$ cat config.mk
export PLATFORM = sky130hd
export DESIGN_NAME = ad7606c18_emu
export DESIGN_NICKNAME = d
export VERILOG_FILES = /design/src/rtl/ad7606c18_pkg.sv /design/src/rtl/ad7606c18_rd_port.sv /design/src/rtl/ad7606c18_emu.sv
export SDC_FILE = /design/constraint.sdc
export NUM_CORES = 1
export LEC_CHECK = 0
export CORE_ASPECT_RATIO = 2
export CORE_MARGIN = 4
export CORE_UTILIZATION = 52
export CTS_CLUSTER_SIZE = 25
export DETAILED_ROUTE_END_ITERATION = 6
export HOLD_SLACK_MARGIN = 0.02
export PLACE_DENSITY = 0.77
export SYNTH_ARGS = -nofsm -noshare
export SYNTH_HDL_FRONTEND = slang
export SYNTH_SLANG_ARGS = --single-unit
$ cat constraint.sdc
create_clock -name clk -period 2.85 [get_ports clk]
set_input_delay 0.57 -clock clk [delete_from_list [all_inputs] [get_ports clk]]
set_output_delay 0.57 -clock clk [all_outputs]
set_load 0.1 [all_outputs]
$ cat src/rtl/ad7606c18_pkg.sv
// Shared types and constants for the AD7606C-18 parallel-interface emulator.
// Holds the conversion state encoding, bus geometry and word formatting.
package ad7606c18_pkg;

    typedef enum logic [1:0] {
        ST_IDLE  = 2'd0,
        ST_DELAY = 2'd1,
        ST_CONV  = 2'd2
    } state_t;

    localparam int WORDS  = 16;
    localparam int N_CH   = 8;
    localparam int CH_W   = 18;
    localparam int BUS_W  = 16;
    localparam int PTR_W  = 4;
    localparam int BANK_W = N_CH * CH_W;

    // Second word carries the two LSBs swapped, matching the host's unpacking.
    function automatic logic [BUS_W-1:0] bus_word(input logic [CH_W-1:0] sample,
                                                  input logic second);
        if (second)
            return {{(BUS_W-2){1'b0}}, sample[0], sample[1]};
        return sample[CH_W-1:2];
    endfunction

endpackage

$ cat src/rtl/ad7606c18_rd_port.sv
// Parallel read port: registers CS/RD, advances the word pointer at each read end
// and presents the selected result word with FRSTDATA and the bus enable.
module ad7606c18_rd_port
    import ad7606c18_pkg::*;
(
    input  logic              clk,
    input  logic              rst_n,
    input  logic              ad_reset,
    input  logic              ad_cs,
    input  logic              ad_rd,
    input  logic              ptr_clr,
    input  logic [BANK_W-1:0] bank,
    output logic [BUS_W-1:0]  ad_data,
    output logic              ad_data_oe,
    output logic              first_data
);

    logic             cs_reg;
    logic             rd_reg;
    logic             active_prev_reg;
    logic [PTR_W-1:0] ptr_reg;
    logic [BUS_W-1:0] data_reg;
    logic             oe_reg;
    logic             first_reg;

    logic [CH_W-1:0]  samples [N_CH];
    logic [CH_W-1:0]  cur_sample;
    logic             active;
    logic             read_end;

    genvar gi;
    generate
        for (gi = 0; gi < N_CH; gi++) begin : g_slice
            assign samples[gi] = bank[gi*CH_W +: CH_W];
        end
    endgenerate

    assign active     = ~cs_reg & ~rd_reg;
    assign read_end   = active_prev_reg & ~active;
    assign cur_sample = samples[ptr_reg[PTR_W-1:1]];

    always_ff @(posedge clk or negedge rst_n) begin
        if (!rst_n) begin
            cs_reg          <= 1'b1;
            rd_reg          <= 1'b1;
            active_prev_reg <= 1'b0;
            ptr_reg         <= '0;
            data_reg        <= '0;
            oe_reg          <= 1'b0;
            first_reg       <= 1'b0;
        end else if (ad_reset) begin
            cs_reg          <= 1'b1;
            rd_reg          <= 1'b1;
            active_prev_reg <= 1'b0;
            ptr_reg         <= '0;
            data_reg        <= '0;
            oe_reg          <= 1'b0;
            first_reg       <= 1'b0;
        end else begin
            cs_reg          <= ad_cs;
            rd_reg          <= ad_rd;
            active_prev_reg <= active;
            // A conversion end takes priority over a coincident read end.
            if (ptr_clr)
                ptr_reg <= '0;
            else if (read_end)
                ptr_reg <= ptr_reg + 1'b1;
            data_reg  <= active ? bus_word(cur_sample, ptr_reg[0]) : '0;
            oe_reg    <= active;
            first_reg <= active && (ptr_reg[PTR_W-1:1] == '0);
        end
    end

    assign ad_data    = data_reg;
    assign ad_data_oe = oe_reg;
    assign first_data = first_reg;

endmodule

$ cat src/rtl/ad7606c18_emu.sv
// Device-side AD7606C-18 emulator: CONVST-driven conversion timing, source
// snapshot and result banks, test-pattern counter, and the parallel read port.
module ad7606c18_emu
    import ad7606c18_pkg::*;
#(
    parameter int CONV_CYCLES = 50,
    parameter int BUSY_DLY    = 1,
    parameter int NCH         = 8
) (
    input  logic              clk,
    input  logic              rst_n,
    input  logic              ad_reset,
    input  logic              ad_convstab,
    input  logic              ad_cs,
    input  logic              ad_rd,
    input  logic [2:0]        ad_os,
    input  logic              pattern_en,
    input  logic [BANK_W-1:0] ch_data,
    output logic [BUS_W-1:0]  ad_data,
    output logic              ad_data_oe,
    output logic              ad_busy,
    output logic              first_data
);

    state_t            state_reg, state_next;
    logic              convst_reg, convst_prev_reg;
    logic [15:0]       cnt_reg, cnt_next;
    logic [2:0]        os_reg, os_next;
    logic              busy_reg, busy_next;
    logic [14:0]       pat_reg, pat_next;
    logic [BANK_W-1:0] snap_reg, snap_next;
    logic [BANK_W-1:0] result_reg, result_next;
    logic [BANK_W-1:0] pat_bank;
    logic              convst_rise;
    logic              ptr_clr;
    logic [15:0]       conv_len;

    genvar gi;
    generate
        for (gi = 0; gi < NCH; gi++) begin : g_pat
            assign pat_bank[gi*CH_W +: CH_W] = {pat_reg, 3'(gi)};
        end
    endgenerate

    assign convst_rise = convst_reg & ~convst_prev_reg;
    assign conv_len    = 16'(CONV_CYCLES) << os_reg;

    always_comb begin
        state_next  = state_reg;
        cnt_next    = cnt_reg;
        os_next     = os_reg;
        busy_next   = busy_reg;
        pat_next    = pat_reg;
        snap_next   = snap_reg;
        result_next = result_reg;
        ptr_clr     = 1'b0;
        case (state_reg)
            ST_IDLE: begin
                if (convst_rise) begin
                    state_next = ST_DELAY;
                    cnt_next   = '0;
                    os_next    = (ad_os == 3'd7) ? 3'd0 : ad_os;
                    snap_next  = pattern_en ? pat_bank : ch_data;
                end
            end
            ST_DELAY: begin
                if (cnt_reg == 16'(BUSY_DLY - 1)) begin
                    state_next = ST_CONV;
                    cnt_next   = '0;
                    busy_next  = 1'b1;
                end else begin
                    cnt_next = cnt_reg + 16'd1;
                end
            end
            ST_CONV: begin
                if (cnt_reg == conv_len - 16'd1) begin
                    state_next  = ST_IDLE;
                    cnt_next    = '0;
                    busy_next   = 1'b0;
                    result_next = snap_reg;
                    pat_next    = pat_reg + 15'd1;
                    ptr_clr     = 1'b1;
                end else begin
                    cnt_next = cnt_reg + 16'd1;
                end
            end
            default: state_next = ST_IDLE;
        endcase
    end

    always_ff @(posedge clk or negedge rst_n) begin
        if (!rst_n) begin
            state_reg       <= ST_IDLE;
            convst_reg      <= 1'b0;
            convst_prev_reg <= 1'b0;
            cnt_reg         <= '0;
            os_reg          <= '0;
            busy_reg        <= 1'b0;
            pat_reg         <= '0;
            snap_reg        <= '0;
            result_reg      <= '0;
        end else if (ad_reset) begin
            state_reg       <= ST_IDLE;
            convst_reg      <= 1'b0;
            convst_prev_reg <= 1'b0;
            cnt_reg         <= '0;
            os_reg          <= '0;
            busy_reg        <= 1'b0;
            pat_reg         <= '0;
            snap_reg        <= '0;
            result_reg      <= '0;
        end else begin
            state_reg       <= state_next;
            convst_reg      <= ad_convstab;
            convst_prev_reg <= convst_reg;
            cnt_reg         <= cnt_next;
            os_reg          <= os_next;
            busy_reg        <= busy_next;
            pat_reg         <= pat_next;
            snap_reg        <= snap_next;
            result_reg      <= result_next;
        end
    end

    assign ad_busy = busy_reg;

    ad7606c18_rd_port u_rd_port (
        .clk        (clk),
        .rst_n      (rst_n),
        .ad_reset   (ad_reset),
        .ad_cs      (ad_cs),
        .ad_rd      (ad_rd),
        .ptr_clr    (ptr_clr),
        .bank       (result_reg),
        .ad_data    (ad_data),
        .ad_data_oe (ad_data_oe),
        .first_data (first_data)
    );

endmodule

==> results.md <==
- Status: complete, no violations
- Critical Path AT: 3.34 ns
- Worst R2R Path Depth: 14
- CTS H-tree lvls: 1
- # clock sinks: 351
- Max Cap Violations: 0
- EDFF count, synth: 0
- Root Driver: clkbuf_16
- Pin count of the biggest net entering global routing: between 150 and 200
- Final wirelength: ~56000 µm
- Final number of hold-violating endpoints: 0
- Vias per cell: between 6 and 7
- First drt pass iteration count: 6
- Post-synthesis instance area: about 17000 µm²
- Startpoint types: flip-flop
- IO buf count: between 150 and 200
- Worst Max-Slew Pin Slew: 1.07 ns
- Final antenna-violating net count: 0
- CP required: 3.35 ns
- TritonCTS clock tree: yes
- Core box area: between 30000 and 40000 µm²
- Final setup fails: 0
- Full die area: approximately 36000 µm²
- Post-synthesis register bit count: 351
- Hold/Removal Path Class: in2reg
- Initial antenna violation count: 0
- Net count, final: ~2100
- Critical path class: reg2reg
- RSZ-0062 raised after global routing: true
- FFs w/ async S/R, synth: 100%
- Seq/Total Area, Yosys: between 50% and 60%
- Syn Area/Cell: ~9.8 µm²
- Clock latency on the worst-skew pair: 0.58 ns
- Initial Util: 52.8%
- Most common cell in the synthesized netlist: nand2_1
- Worst-case clock buffer depth: 3
- Layout Cells excl Fill: 2335
- Fraction of layout cells with a size suffix above 1: between 10% and 20%
- Final design utilization: between 60% and 70%
- Filler instances: roughly 2400
- Tmin final: roughly 2.8 ns
- Reg clk slew, reported paths: about 0.070 ns
- RR Endpoint: result_reg[34]
- Max IR drop VDD: 493 µV
- Slew Viols, Final: 0
- Syn_nets: 1904
- DP Cell Count: around 2300
- Post-detail-place hpwl: approximately 36000 µm
- Die Height: around 260 µm
- Mapped Cells: 1737
- Top cell type's share of synthesized area: slightly above 50%
- Vias in the first global route: ~14000
- Yosys warns: 0
- Final period utilization: 99.7%
- Max-slew headroom: roughly 28%
- Skew final: ~0.015 ns
- Power per cell area: 515 nW/µm²
- DIE WIDTH: between 100 and 150 µm
- CTS buffer count: 30
- Fmax: 0.352 GHz
- GPL Wtd Cong: ~0.87
- Design Area, Final: around 21000 µm²
- Starting DRT DRC Count: around 1700
- Max Fanout on Critical Path: 7
- Synth Flop Type: dfrtp_1
- IO Pins: 173
- Lkg Pwr: 9.02 nW
- Total gr overflow: 0
- Drt wl/cell: 23.8 µm
- First-pass GRT wire length: about 81000 µm
- GRT Overall Usage: 29.3%
- Hold Crit Start: ad_reset
- Site Rows: between 90 and 100
- Area leader, netlist: dfrtp_1
- Cell Area, Placed: 19400 µm²
- Hold path endpoint: pat_reg[6]
- DRC: 0
- Hold path cells: 2
- Setup slack, reg-to-reg: a little under 0.008 ns
- Worst r2r src: os_reg[0]
- Fin Hold WS: around 0.36 ns
- Library cells used by synthesis: 52
- Area grow syn2layout: 25.5%
- Vias: ~14000
- # diodes: 0
- Synth cell count leaders: nand2_1 (498), dfrtp_1 (349), a21oi_1 (161), mux2i_1 (138), o31ai_1 (131)
- Ranking of synthesized cells by area: dfrtp_1 (51%), nand2_1 (11%), mux2i_1 (8.1%)
- Kind of end point of the critical path: flip-flop
==> layer usage <==
| layer | vias to the layer above | GRT usage [%] | wire (µm) |
|---|---|---|---|
| met3 | 210 | 2.90 | 3550 |
| met4 | 0 | 18.5 | 4060 |
| li1 | 6311 | - | - |
| met2 | 730 | 50.6 | 28700 |
| met1 | 7186 | 34.6 | 19300 |
| met5 | - | 0 | 0 |
==> cell usage in the layout (no fill, tap or decap), types with 13 or more instances in the layout <==
master             n
dfrtp_1          346
mux4_2            38
clkdlybuf4s50_1  150
mux2i_1          138
inv_1             13
nand3_1           14
buf_6             15
buf_12            20
clkbuf_16         39
nor2_1            42
nand2_1          489
o31ai_1          125
a21oi_1          140
buf_4             77
a21oi_2           21
o21ai_0           33
==> worst max path at each step <==
stage,startpoint,to,cells after the start
floorplan,os_reg[1],pat_reg[10],14
global placement,os_reg[0],pat_reg[14],9
detailed placement,os_reg[0],pat_reg[8],9
CTS,os_reg[1],pat_reg[14],12
global route,os_reg[1],pat_reg[4],13
finish,os_reg[0],result_reg[34],14
==> where the power goes <==
group / switching [mW] / leakage [nW] / internal (mW)
sequential: 0.114 / 4.82 / 5.12
combinational: 0.677 / 3.66 / 0.518
clock: 1.92 / 0.546 / 2.64
==> critical path, cell delays in order, from the launching register on <==
cell,delay [ns]
dfrtp_2,0.45
inv_4,0.10
ha_4,0.22
buf_4,0.16
nor4_4,0.26
a21oi_1,0.08
xnor2_1,0.16
nor4_4,0.23
buf_6,0.20
and3_4,0.28
buf_6,0.12
buf_12,0.12
clkbuf_16,0.15
nand2_1,0.07
a21oi_1,0.15
==> cell families (layout without fill, tap and decap cells) <==
group	after synthesis	in the layout	share of synthesized area, %
simple gates	638	640	15.7
flops	351	351	51.6
xor+xnor	21	21	1.25
buf+inv	177	346	4.15
fa+ha+maj	13	13	0.956
compound gates	361	361	13.1
mux	176	176	13.1
==> repair_timing <==
action                     CTS  global route
setup endpoints to repair  159           181
hold endpoints to repair    54             0
pin swaps                    3            28
cloned                       2            11
hold buffers                 1             0
setup buffers                3            13
gates resized for setup     11            82
==> through the flow <==
stage / total power, mW / setup slack (ns) / TNS [ns]
floorplan: 5.84 / 0.0112 / 0
global placement: 6.41 / -0.130 / -8.83
detailed placement: 6.44 / -0.139 / -14.05
CTS: 11.0 / -0.0228 / -0.130
global route: 11.3 / -0.0864 / -6.16
finish: 11.0 / 0.00771 / 0
==> cell type report <==
| class | count | area [µm²] | share of cell area [%] |
|---|---|---|---|
| Clock inverter | 13 | 194 | 0.909 |
| Multi-Input combinational cell | 1211 | 7930 | 37.2 |
| Sequential cell | 351 | 8790 | 41.2 |
| Timing Repair Buffer | 275 | 2930 | 13.7 |
| Tap cell | 427 | 534 | 2.50 |
| Clock buffer | 42 | 897 | 4.20 |
| Inverter | 16 | 65.1 | 0.305 |
No activity file was read; power rests on OpenSTA's default activity.
